## src/rtl/exception_controller_pkg.sv

```systemverilog
// Shared definitions for the exception controller: cause codes, FSM encoding,
// special-register indices and flush-timer width.
package exception_controller_pkg;

  typedef enum logic [2:0] {
    CAUSE_NONE      = 3'd0,
    CAUSE_PANIC     = 3'd1,
    CAUSE_ILLEGAL   = 3'd2,
    CAUSE_ITLB_MISS = 3'd3,
    CAUSE_DTLB_MISS = 3'd4,
    CAUSE_PRIV      = 3'd5,
    CAUSE_DOUBLE    = 3'd6
  } exc_cause_e;

  localparam int unsigned STATE_W = 2;
  localparam logic [1:0] ST_IDLE     = 2'd0;
  localparam logic [1:0] ST_FLUSH    = 2'd1;
  localparam logic [1:0] ST_REDIRECT = 2'd2;

  localparam logic [1:0] RM_IDX_EPC   = 2'd0;
  localparam logic [1:0] RM_IDX_EADDR = 2'd1;
  localparam logic [1:0] RM_IDX_CAUSE = 2'd2;
  localparam logic [1:0] RM_IDX_COUNT = 2'd3;

  localparam int unsigned TIMER_W = 4;

endpackage

```

## src/rtl/exc_flush_timer.sv

```systemverilog
// Loadable down-counter; done_o is high for the single cycle in which a loaded
// count has reached zero.
module exc_flush_timer
  import exception_controller_pkg::*;
(
  input  logic               clk,
  input  logic               reset,
  input  logic               load_i,
  input  logic [TIMER_W-1:0] load_val_i,
  output logic               done_o
);

  logic [TIMER_W-1:0] count_q, count_d;
  logic               active_q, active_d;
  logic               done_q, done_d;

  always_comb begin
    count_d  = count_q;
    active_d = active_q;
    if (load_i) begin
      count_d  = load_val_i;
      active_d = 1'b1;
    end else if (active_q) begin
      if (count_q != '0) count_d = count_q - TIMER_W'(1);
      else               active_d = 1'b0;
    end
    done_d = active_d && (count_d == '0);
  end

  always_ff @(posedge clk) begin
    if (reset) begin
      count_q  <= '0;
      active_q <= 1'b0;
      done_q   <= 1'b0;
    end else begin
      count_q  <= count_d;
      active_q <= active_d;
      done_q   <= done_d;
    end
  end

  assign done_o = done_q;

endmodule

```

## src/rtl/exception_controller.sv

```systemverilog
// Privileged control-flow sequencer: exceptions, iret and tlbwrite at commit.
// Optional accepted-exception counter at rm_idx=3 when EXC_COUNTER_EN is defined.
module exception_controller
  import exception_controller_pkg::*;
#(
  parameter int unsigned      XLEN            = 32,
  parameter logic [XLEN-1:0]  EXC_VECTOR      = XLEN'(32'h0000_2000),
  parameter int unsigned      FLUSH_CYCLES    = 2,
  parameter bit               BOOT_SUPERVISOR = 1'b1
) (
  input  logic            clk,
  input  logic            reset,
  input  logic            exc_valid,
  input  logic [2:0]      exc_cause,
  input  logic [XLEN-1:0] exc_pc,
  input  logic [XLEN-1:0] exc_addr,
  input  logic            iret_commit,
  input  logic            tlbwrite_commit,
  input  logic [XLEN-1:0] tlb_va,
  input  logic [XLEN-1:0] tlb_pa,
  input  logic [1:0]      rm_idx,
  output logic [XLEN-1:0] rm_rdata,
  output logic            supervisor,
  output logic            flush,
  output logic            busy,
  output logic            redirect_valid,
  output logic [XLEN-1:0] redirect_pc,
  output logic            tlb_we,
  output logic [XLEN-1:0] tlb_we_va,
  output logic [XLEN-1:0] tlb_we_pa
);

  logic [STATE_W-1:0] state_q, state_d;
  logic [XLEN-1:0]    rm0_q, rm0_d, rm1_q, rm1_d, rm2_q, rm2_d;
  logic               supervisor_q, supervisor_d;
  logic               flush_q, flush_d, busy_q, busy_d;
  logic               redirect_valid_q, redirect_valid_d;
  logic [XLEN-1:0]    redirect_pc_q, redirect_pc_d;
  logic               tlb_we_q, tlb_we_d;
  logic [XLEN-1:0]    tlb_va_q, tlb_va_d, tlb_pa_q, tlb_pa_d;
  logic               is_iret_q, is_iret_d;
  logic               timer_load, timer_done, take_exc;
  logic [2:0]         cause_c;
  logic [XLEN-1:0]    cnt_rd;

  exc_flush_timer u_timer (
    .clk        (clk),
    .reset      (reset),
    .load_i     (timer_load),
    .load_val_i (TIMER_W'(FLUSH_CYCLES - 1)),
    .done_o     (timer_done)
  );

  always_comb begin
    state_d          = state_q;
    rm0_d            = rm0_q;
    rm1_d            = rm1_q;
    rm2_d            = rm2_q;
    supervisor_d     = supervisor_q;
    flush_d          = 1'b0;
    busy_d           = 1'b0;
    redirect_valid_d = 1'b0;
    redirect_pc_d    = redirect_pc_q;
    tlb_we_d         = 1'b0;
    tlb_va_d         = tlb_va_q;
    tlb_pa_d         = tlb_pa_q;
    is_iret_d        = is_iret_q;
    timer_load       = 1'b0;
    take_exc         = 1'b0;
    cause_c          = exc_cause;

    case (state_q)
      ST_IDLE: begin
        // Privileged ops from user mode fold into the exception path as PRIV.
        if (exc_valid || ((iret_commit || tlbwrite_commit) && !supervisor_q)) begin
          take_exc = 1'b1;
          cause_c  = exc_valid ? exc_cause : CAUSE_PRIV;
          if (supervisor_q) begin
            cause_c = CAUSE_DOUBLE;
          end else begin
            rm0_d = exc_pc;
            rm1_d = exc_addr;
          end
          rm2_d         = XLEN'(cause_c);
          supervisor_d  = 1'b1;
          redirect_pc_d = EXC_VECTOR;
          is_iret_d     = 1'b0;
          state_d       = ST_FLUSH;
          flush_d       = 1'b1;
          busy_d        = 1'b1;
          timer_load    = 1'b1;
        end else if (iret_commit) begin
          is_iret_d  = 1'b1;
          state_d    = ST_FLUSH;
          flush_d    = 1'b1;
          busy_d     = 1'b1;
          timer_load = 1'b1;
        end else if (tlbwrite_commit) begin
          tlb_we_d = 1'b1;
          tlb_va_d = tlb_va;
          tlb_pa_d = tlb_pa;
        end
      end
      ST_FLUSH: begin
        flush_d = 1'b1;
        busy_d  = 1'b1;
        if (timer_done) begin
          state_d          = ST_REDIRECT;
          redirect_valid_d = 1'b1;
          if (is_iret_q) begin
            redirect_pc_d = rm0_q;
            supervisor_d  = 1'b0;
          end
        end
      end
      ST_REDIRECT: state_d = ST_IDLE;
      default:     state_d = ST_IDLE;
    endcase
  end

  always_ff @(posedge clk) begin
    if (reset) begin
      state_q          <= ST_IDLE;
      rm0_q            <= '0;
      rm1_q            <= '0;
      rm2_q            <= '0;
      supervisor_q     <= BOOT_SUPERVISOR;
      flush_q          <= 1'b0;
      busy_q           <= 1'b0;
      redirect_valid_q <= 1'b0;
      redirect_pc_q    <= '0;
      tlb_we_q         <= 1'b0;
      tlb_va_q         <= '0;
      tlb_pa_q         <= '0;
      is_iret_q        <= 1'b0;
    end else begin
      state_q          <= state_d;
      rm0_q            <= rm0_d;
      rm1_q            <= rm1_d;
      rm2_q            <= rm2_d;
      supervisor_q     <= supervisor_d;
      flush_q          <= flush_d;
      busy_q           <= busy_d;
      redirect_valid_q <= redirect_valid_d;
      redirect_pc_q    <= redirect_pc_d;
      tlb_we_q         <= tlb_we_d;
      tlb_va_q         <= tlb_va_d;
      tlb_pa_q         <= tlb_pa_d;
      is_iret_q        <= is_iret_d;
    end
  end

`ifdef EXC_COUNTER_EN
  logic [31:0] exc_cnt_q, exc_cnt_d;

  // Saturating count of accepted exceptions (PRIV and DOUBLE included).
  always_comb begin
    exc_cnt_d = exc_cnt_q;
    if (take_exc && (exc_cnt_q != '1)) exc_cnt_d = exc_cnt_q + 32'd1;
  end

  always_ff @(posedge clk) begin
    if (reset) exc_cnt_q <= '0;
    else       exc_cnt_q <= exc_cnt_d;
  end

  assign cnt_rd = XLEN'(exc_cnt_q);
`else
  assign cnt_rd = '0;
`endif

  always_comb begin
    case (rm_idx)
      RM_IDX_EPC:   rm_rdata = rm0_q;
      RM_IDX_EADDR: rm_rdata = rm1_q;
      RM_IDX_CAUSE: rm_rdata = rm2_q;
      default:      rm_rdata = cnt_rd;
    endcase
  end

  assign supervisor     = supervisor_q;
  assign flush          = flush_q;
  assign busy           = busy_q;
  assign redirect_valid = redirect_valid_q;
  assign redirect_pc    = redirect_pc_q;
  assign tlb_we         = tlb_we_q;
  assign tlb_we_va      = tlb_va_q;
  assign tlb_we_pa      = tlb_pa_q;

endmodule

```

## config.mk

```make
export PLATFORM = sky130hd
export DESIGN_NAME = exception_controller
export DESIGN_NICKNAME = d
export VERILOG_FILES = /design/src/rtl/exception_controller_pkg.sv /design/src/rtl/exc_flush_timer.sv /design/src/rtl/exception_controller.sv
export SDC_FILE = /design/constraint.sdc
export NUM_CORES = 1
export LEC_CHECK = 0
export ABC_AREA = 1
export CAP_MARGIN = 20
export CORE_UTILIZATION = 45
export CTS_CLUSTER_SIZE = 20
export DETAILED_ROUTE_END_ITERATION = 8
export DONT_BUFFER_PORTS = 1
export PLACE_DENSITY = 0.69
export RECOVER_POWER = 25
export SYNTH_ARGS = -nofsm -noshare
export SYNTH_HDL_FRONTEND = slang
export SYNTH_HIERARCHICAL = 1
export SYNTH_SLANG_ARGS = --single-unit
```

## constraint.sdc

```tcl
create_clock -name clk -period 3.65 [get_ports clk]
set_clock_uncertainty 0.05 [all_clocks]
set_input_delay 0.365 -clock clk [delete_from_list [all_inputs] [get_ports clk]]
set_output_delay 0.365 -clock clk [all_outputs]
set_load 0.1 [all_outputs]
```

# == Word-level counts from Yosys, hierarchy flattened ==
# Cells that the tools add are included.
# op_classes
n_reduce_logical,19
n_eq_ne,7
muxes,29
addsub,1
bitwise_logic,5
# ops
cell,count
$mux W32,3
$pmux W32 S3,1
$pmux W32 S2,1
$mux W1,13
$mux W4,3
$reduce_and A4 Y1,2
$mux W2,3
$mux W3,2
$reduce_and A2 Y1,3
$not A1 Y1,5
$eq A2 B1 Y1 const B,2
$logic_not A2 Y1,2
$logic_not A4 Y1,1
$ne A2 B2 Y1 const B,2
$pmux W1 S2,2
$pmux W2 S2,1
$reduce_bool A2 Y1,2
$reduce_bool A4 Y1,1
$reduce_or A4 Y1,1
$sub A4 B1 Y4 const B,1
$ne A3 B3 Y1 const B,1
$reduce_and A3 Y1,1
$eq A2 B2 Y1 const B,1
$logic_and A1 B1 Y1,2
other kinds (4),5
# word_totals
wordCells,76
inputBits,138
output_inout_bits,133
regBits,176

# == Depth between registers and ports, before layout ==
# Gate-level depths: netlist (run 1).
# logic_depth
depth_word,8
ltp_mapped,10

# == By module ==
# The synthesis (run 1) kept the hierarchy.
# by_module_without_submodules
module,instances,area_each_um2,seq_area_each_um2,cells_per_inst
exception_controller,1,7165.6,3403.3,1013
exc_flush_timer,1,354.1,120.1,56

# == Least setup slack after synthesis (run 1) ==
# OpenSTA, ideal clock, no wires.
# synth_timing
kind,input -> output
startpoint,input rm_idx[0]
endpoint,output rm_rdata[2]
t_required_ns,3.235
slack_ns,-0.809
stages,2
n_path_buf,1
arrival_time_ns,4.044
path_cell_list,clkbuf_1 > o311ai_0
# synth_via
elab_chain_len,2
# synth_rtl
item,line_no,text
start: declaration,exception_controller.sv:21,"input logic [1:0] rm_idx,"
"$eq A2 B2 Y1, or another cell as far along",exception_controller.sv:173,case (rm_idx)
$pmux W32 S3 *,exception_controller.sv:173,
end: declaration,exception_controller.sv:22,"output logic [XLEN-1:0] rm_rdata,"
# Every way passes the cells marked *; elsewhere a longest branch is shown, timed or not.

# == Worst setup path in the final report (run 1) ==
# layout_timing
startpoint,"register supervisor_q, in the netlist supervisor"
endpoint,"register tlb_va_q[24], in the netlist tlb_we_va[24]"
# layout_via
elab_chain_len,5
# layout_rtl
item,line_no,text
start: declaration,exception_controller.sv:35,"logic supervisor_q, supervisor_d;"
start signal: assignment,exception_controller.sv:141,supervisor_q <= supervisor_d;
$logic_not A1 Y1,exception_controller.sv:75,if (exc_valid || ((iret_commit || tlbwrite_commit) && !supervisor_q)) begin
$logic_and A1 B1 Y1,exception_controller.sv:75,
$logic_or A1 B1 Y1,exception_controller.sv:75,
$not A1 Y1 (no source line),-,
$reduce_and A4 Y1 (no source line),-,
end signal: assignment,exception_controller.sv:147,tlb_va_q <= tlb_va_d;
end: declaration,exception_controller.sv:40,"logic [XLEN-1:0] tlb_va_q, tlb_va_d, tlb_pa_q, tlb_pa_d;"
# No other way between the ends.
# A chain may end at the register's enable or synchronous reset.

==> impl_results.md, run 1 <==
* P&R area growth vs syn at 8.25%
* Status: completed
* Top Ports at 271
* Fraction of power spent switching nets at 29.1%
* Final Max Tran Viols at 0
* Combinational share of power at 7.1%
* Initial antenna violation count at 0
* Worst R2R Path Depth at 7
* Wire length of the first global-routing pass at 32,200 um
* Most used standard cell by instance count after synthesis: sky130_fd_sc_hd__nor2_1
* Path type of the worst setup path: register to register
* Mapped cell area at 7520 um^2
* Combined flip-flop and latch cell area at 3520 um^2
* Post-route fraction of the period consumed by the critical path at 78.9%
* Leftover overflow at the end of global routing at 0
* Horizontal die dimension at 131 um
* Post-detailed-route via-to-cell ratio at 5.26
* Worst min-delay path startpoint: exc_pc[4]
* Startpoint type of the worst setup path: register
* Fraction of final layout cells with drive strength greater than 1 at 6.93%
* Number of DRC markers in iteration 0 at 317
* Final Hold Slack at 0.0425 ns
* Relative max-transition margin at 13.8%
* Worst setup slack for register-to-register paths at 0.77 ns
* Post-detail-place hpwl at 13,200 um
* DRC violations left at 0
* Routed wire length at 20,300 um
* Final setup violation count at 0
* Least-Margin Pin Slew at 1.29 ns
* Number of inserted diodes at 0
* Clock Tree Buf Depth at 2
* Launching point of the worst reg2reg path: supervisor$_SDFFE_PP1P_
* Sequential cell fraction of total power at 52.0%
* Final Wtd Congestion at 0.801
* Worst min-delay path category: input port to register
* Fraction of the yosys area taken by sequential cells at 46.9%
* Total area of multi-input combinational cells at 3280 um^2
* Number of unique standard cell types used by synthesis at 31
* Synth area leader: sky130_fd_sc_hd__dfxtp_1
* NetSw at 1.28 mW
* Pin count of the biggest net entering global routing at 78
* Clk network pwr share at 40.9%
* Global routing met2 resource utilization at 37.0%
* Share of synthesized flip-flops with an asynchronous set or reset at 0%
* Chip Height at 131 um
* Endpoint arrival time on the critical path at 3.18 ns
* Met3 track demand over resource at 11.1%
* Final critical delay including setup and external delays at 2.88 ns
* Worst Hold Depth at 2
* Number of global-route vias before repair at 5,984
* Detailed-routing iteration count for the pre-antenna-repair pass at 5
* Final net count at 1,167
* Root buf cell: sky130_fd_sc_hd__clkbuf_16
* CTS tree: yes
* Crit path max fanout at 64
* Routed vias at 6,605
* Biggest area contributors in the synthesized netlist: sky130_fd_sc_hd__dfxtp_1 47%, sky130_fd_sc_hd__nor2_1 14%, sky130_fd_sc_hd__nand2_1 7.7%
* H-tree depth at 4
* Maximum vdd drop at 0.294 mV
* Number of inserted filler cells in the final layout at 1,647
* Cells after synthesis at 1,069
* Standard-cell row count at 46
* RSZ-0062 raised after global routing: false
* Commonest cells post-synth: 272 x sky130_fd_sc_hd__nor2_1, 176 x sky130_fd_sc_hd__dfxtp_1, 155 x sky130_fd_sc_hd__nand2_1
* Final design utilization at 50.5%
* Top-area cell type share of the netlist area at 46.9%
* Total of warnings raised by yosys at 6
* Hold endpoint: rm0_q[4]$_SDFFE_PP0P_
* Mean instance size in the synthesized netlist at 7.03 um^2
* Count of flip-flops with a built-in enable after synthesis at 0
* Area of the core region at 16,100 um^2
* Met1 Track Usage GR at 28.4%
* Number of endpoints with negative hold slack in the final report at 0
* Area enclosed by the die boundary at 17,200 um^2
* Number of buffers inserted during clock tree synthesis at 17
* Remaining antenna violation count after routing at 0
* Worst-path clk slew at 0.07 ns
* Flops & latches, synth at 176
* Primary flip-flop cell chosen by synthesis mapping: sky130_fd_sc_hd__dfxtp_1
* Total GRT Usage at 23.3%
* Routed len/inst at 16.2 um
* Fmax at 347 MHz
* Required time at the endpoint of the critical path at 3.95 ns
* Leakage power total at 3.43 nW
* Most used routing layer: met2
* Number of input and output port buffers inserted at 0
* Clock insertion delay at the later pin of the skew report at 0.42 ns
* Kind of capture point of the worst setup path: register
* Internal power component at 3.10 mW
* Pwr/cell area at 538 nW/um^2
* Sum Neg Setup Slack at 0 ns
* Number of clock sinks at 176
* Max-cap check violation count at 0
* Reg2reg end: tlb_we_va[24]$_SDFFE_PP0P_
* Initial Utilization at 46.7%
==> area by class of cell <==
class,instances,share of cell area (%)
clock buffers,21,5.66
flip-flops and latches,176,43.3
multi-input cells,728,40.3
inverters,87,4.06
well taps,216,3.32
repair buffers,18,1.98
clock inverters,9,1.34
==> cells in the final DEF (no fill, tap or decap), drive strengths merged <==
cell type,count
clkinvlp,2
nand4,65
nand3,107
nor2,277
ha,1
o311ai,1
o21ai,66
clkinv,4
or2,5
nor3,3
nand2,159
o211ai,1
conb,4
buf,16
clkbuf,23
dfxtp,176
a21oi,38
bufinv,2
inv,88
o31ai,1
==> critical path, cell delays in order, from the launching register on <==
cell	delay [ns]
sky130_fd_sc_hd__dfxtp_1	0.30
sky130_fd_sc_hd__clkbuf_1	0.94
sky130_fd_sc_hd__inv_1	0.15
sky130_fd_sc_hd__o21ai_0	0.16
sky130_fd_sc_hd__nand3_1	0.25
sky130_fd_sc_hd__nor2_8	0.71
sky130_fd_sc_hd__nor2_1	0.08
sky130_fd_sc_hd__nor2_1	0.15
==> layer usage <==
layer | share of wire [%] | routed length [um] | vias up
li1 | - | - | 3349
met1 | 42 | 8580 | 2986
met5 | 0 | 0 | -
met3 | 11 | 2150 | 20
met2 | 46 | 9310 | 250
met4 | 1.3 | 256 | 0
==> worst max-delay path by stage <==
stage,startpoint,end
6_report,supervisor$_SDFFE_PP1P_,tlb_we_va[24]$_SDFFE_PP0P_
5_1_grt,supervisor$_SDFFE_PP1P_,tlb_we_va[31]$_SDFFE_PP0P_
4_1_cts,rm_idx[0],rm_rdata[3]
3_5_place_dp,rm_idx[0],rm_rdata[3]
3_3_place_gp,rm_idx[0],rm_rdata[28]
2_1_floorplan,rm_idx[0],rm_rdata[2]
==> metrics by stage <==
stage	instance area [um^2]	power [mW]	instances	setup slack [ns]
CTS	8150	4.42	1255	1.17
global placement	7540	2.62	1223	1.26
floorplan	7530	2.58	1071	0.369
finish	8140	4.38	1255	0.771
global route	8140	4.55	1255	0.521
detailed placement	7560	2.62	1224	1.17
==> flip-flops by register name (all words and copies together) (netlist names), 2 cells and up <==
name	flops
redirect_pc	32
tlb_we_pa	32
u_timer/count_q	4
state_q	2
tlb_we_va	32
rm2_q	3
rm0_q	32
rm1_q	32
==> timing repair <==
item / CTS / global route
hold buffers: 1 / 0
resized for setup: 0 / 0
endpoints found under the hold margin: 42 / 0
setup buffers: 0 / 0
==> power by group through the flow <==
stage	Sequential (mW)	Clock (mW)	Combinational, mW
floorplan	2.30	0	0.278
global placement	2.32	0	0.298
detailed placement	2.32	0	0.305
CTS	2.28	1.82	0.316
global route	2.28	1.91	0.357
finish	2.28	1.79	0.312
==> kinds of logic after synthesis <==
family | count (synthesis) | share of synthesized area [%]
buffers and inverters | 167 | 10.0
adders and majority gates | 1 | 0.166
and+or+nand+nor | 616 | 35.5
DFF | 176 | 46.9
other | 2 | 0.0999
AOI/OAI and AO/OA | 107 | 7.34
Power figures use the tool's default switching activity.
==> run 2, diff against run 1 <==
- clock period: 3.65 -> 2.9 ns (I/O delays scaled with it)
==> run 2 against run 1 <==
Against the previous run: cell count up 7.6%; register-to-register slack worse by 0.20 ns; clock power up 23%; hold slack worse by 0.035 ns; design area up 10%; critical path depth down 1; sequential cell count unchanged; sequential share of layout area down 4.0 points; largest cell class unchanged; largest power group unchanged.
==> impl_results.md, run 2 (same netlist as run 1, synthesis figures left out) <==
* Final Max Tran Viols at 0
* Number of global-route vias before repair at 6,661
* Final Hold Slack at 0.00801 ns
* Hold endpoint: rm1_q[22]$_SDFFE_PP0P_
* Cell at the slowest stage of the critical path: sky130_fd_sc_hd__clkbuf_2
* Root buf cell: sky130_fd_sc_hd__clkbuf_16
* Initial Utilization at 46.7%
* Worst setup slack for register-to-register paths at 0.57 ns
* Post-detail-place hpwl at 13,100 um
* Standard-cell row count at 46
* Post-route fraction of the period consumed by the critical path at 80.2%
* Post-CTS Repair Setup Buffers at 0
* Worst-path clk slew at 0.07 ns
* Leading cell types in the layout, fill and taps excluded: 272 x sky130_fd_sc_hd__nor2_1, 175 x sky130_fd_sc_hd__dfxtp_1, 154 x sky130_fd_sc_hd__nand2_1
* Kind of capture point of the worst setup path: register
* DRC violations left at 0
* Max-cap check violation count at 0
* Reg2reg end: rm1_q[16]$_SDFFE_PP0P_
* Status: completed
* Path type of the worst setup path: register to register
* Initial antenna violation count at 0
* Final net count at 1,262
* Number of DRC markers in iteration 0 at 322
* Routed wire length at 21,000 um
* Number of inserted diodes at 0
* Leftover overflow at the end of global routing at 0
* Total GRT Usage at 24.5%
* Routed wl met2 at 9960 um
* Required time at the endpoint of the critical path at 3.16 ns
* Endpoint arrival time on the critical path at 2.58 ns
* Routed wire length on met3 at 1840 um
* Relative max-transition margin at 14.6%
* Most common library cell in the layout ignoring fill and taps: sky130_fd_sc_hd__nor2_1
* Chip Height at 131 um
* Crit path max fanout at 64
* CTS tree: yes
* Remaining antenna violation count after routing at 0
* H-tree depth at 4
* Leakage power total at 3.82 nW
* Launching point of the worst reg2reg path: supervisor$_SDFFE_PP1P_
* P&R area growth vs syn at 19.3%
* Fmax at 430 MHz
* Least-Margin Pin Slew at 1.29 ns
* Fraction of final layout cells with drive strength greater than 1 at 8.99%
* Final setup violation count at 0
* Clock Tree Buf Depth at 2
* Area of the core region at 16,100 um^2
* Horizontal die dimension at 131 um
* Startpoint type of the worst setup path: register
* Sum Neg Setup Slack at 0 ns
* Routed vias at 7,007
* Pin count of the biggest net entering global routing at 65
* Delay of the slowest critical-path stage at 0.64 ns
* Worst min-delay path startpoint: exc_addr[22]
* Worst R2R Path Depth at 6
* Top Ports at 271
* Number of buffers inserted during clock tree synthesis at 17
* Maximum vdd drop at 0.423 mV
* Post-detailed-route via-to-cell ratio at 5.19
* Pwr/cell area at 618 nW/um^2
* Top layer reached by signal wires: met4
* RSZ-0062 raised after global routing: false
* Worst Hold Depth at 2
* Wire length of the first global-routing pass at 34,200 um
* Worst path cell trace: buf_4 > a21oi_1 > nand2_2 > clkbuf_2 > o21ai_0 > nor2_1
* Routed len/inst at 15.5 um
* Final Wtd Congestion at 0.772
* Number of clock sinks at 176
* Detailed-routing iteration count for the pre-antenna-repair pass at 5
* Final critical delay including setup and external delays at 2.33 ns
* Post-CTS Hold Fix Bufs at 54
* Area enclosed by the die boundary at 17,200 um^2
* Number of endpoints with negative hold slack in the final report at 0
* Clock insertion delay at the later pin of the skew report at 0.42 ns
* Number of input and output port buffers inserted at 0
* Wl on met1 at 8720 um
* Worst min-delay path category: input port to register
* Number of resized instances in the post-cts repair step at 0
[run 2: worst max-delay path, delay by kind of cell (launching register included)]
family | cells | cell delay, ns
compound gates | 2 | 0.77
buf+inv | 2 | 0.87
flops | 1 | 0.30
simple gates | 2 | 0.17
[run 2: worst max path at each step]
stage | startpoint | to | slack [ns] | cells after the start
after floorplan | rm_idx[0] | rm_rdata[2] | 0.68 | 2
after global placement | supervisor$_SDFFE_PP1P_ | tlb_we_pa[12]$_SDFFE_PP0P_ | 0.90 | 7
after detailed placement | supervisor$_SDFFE_PP1P_ | tlb_we_pa[4]$_SDFFE_PP0P_ | 0.84 | 7
after CTS | supervisor$_SDFFE_PP1P_ | tlb_we_pa[4]$_SDFFE_PP0P_ | 0.82 | 7
after global routing | supervisor$_SDFFE_PP1P_ | rm1_q[16]$_SDFFE_PP0P_ | 0.40 | 6
final | supervisor$_SDFFE_PP1P_ | rm1_q[16]$_SDFFE_PP0P_ | 0.57 | 6
[run 2: cell type report]
class / instances / area (um^2)
timing repair buffer: 113 / 1000
sequential: 176 / 3520
multi-input combinational: 728 / 3280
clock inverter: 11 / 105
inverter: 87 / 330
fill: 1527 / 7150
clock buffer: 20 / 457
tap: 216 / 270
[run 2: power by group]
part	internal (mW)	leakage [nW]	switching, mW
clock network	1.23	0.266	0.977
registers	2.48	1.43	0.378
logic	0.176	2.13	0.304
total	3.89	3.82	1.66
[run 2: metrics by stage]
step	worst slack, ns	power [mW]	instance area, um^2	utilization, %	instances
after floorplan	0.676	3.25	7540	-	1071
after global placement	0.900	3.31	7890	49.0	1264
after detailed placement	0.840	3.32	7890	49.0	1264
after CTS	0.819	5.59	9010	55.9	1349
after global routing	0.402	5.76	8970	55.7	1351
final	0.574	5.55	8970	55.7	1351
[run 2: per-layer routing]
layer  track usage [%]  vias up
met5                 0        -
met4              8.59        0
met3              8.99       38
met2              40.6      259
met1              29.1     3167
li1                  -     3543
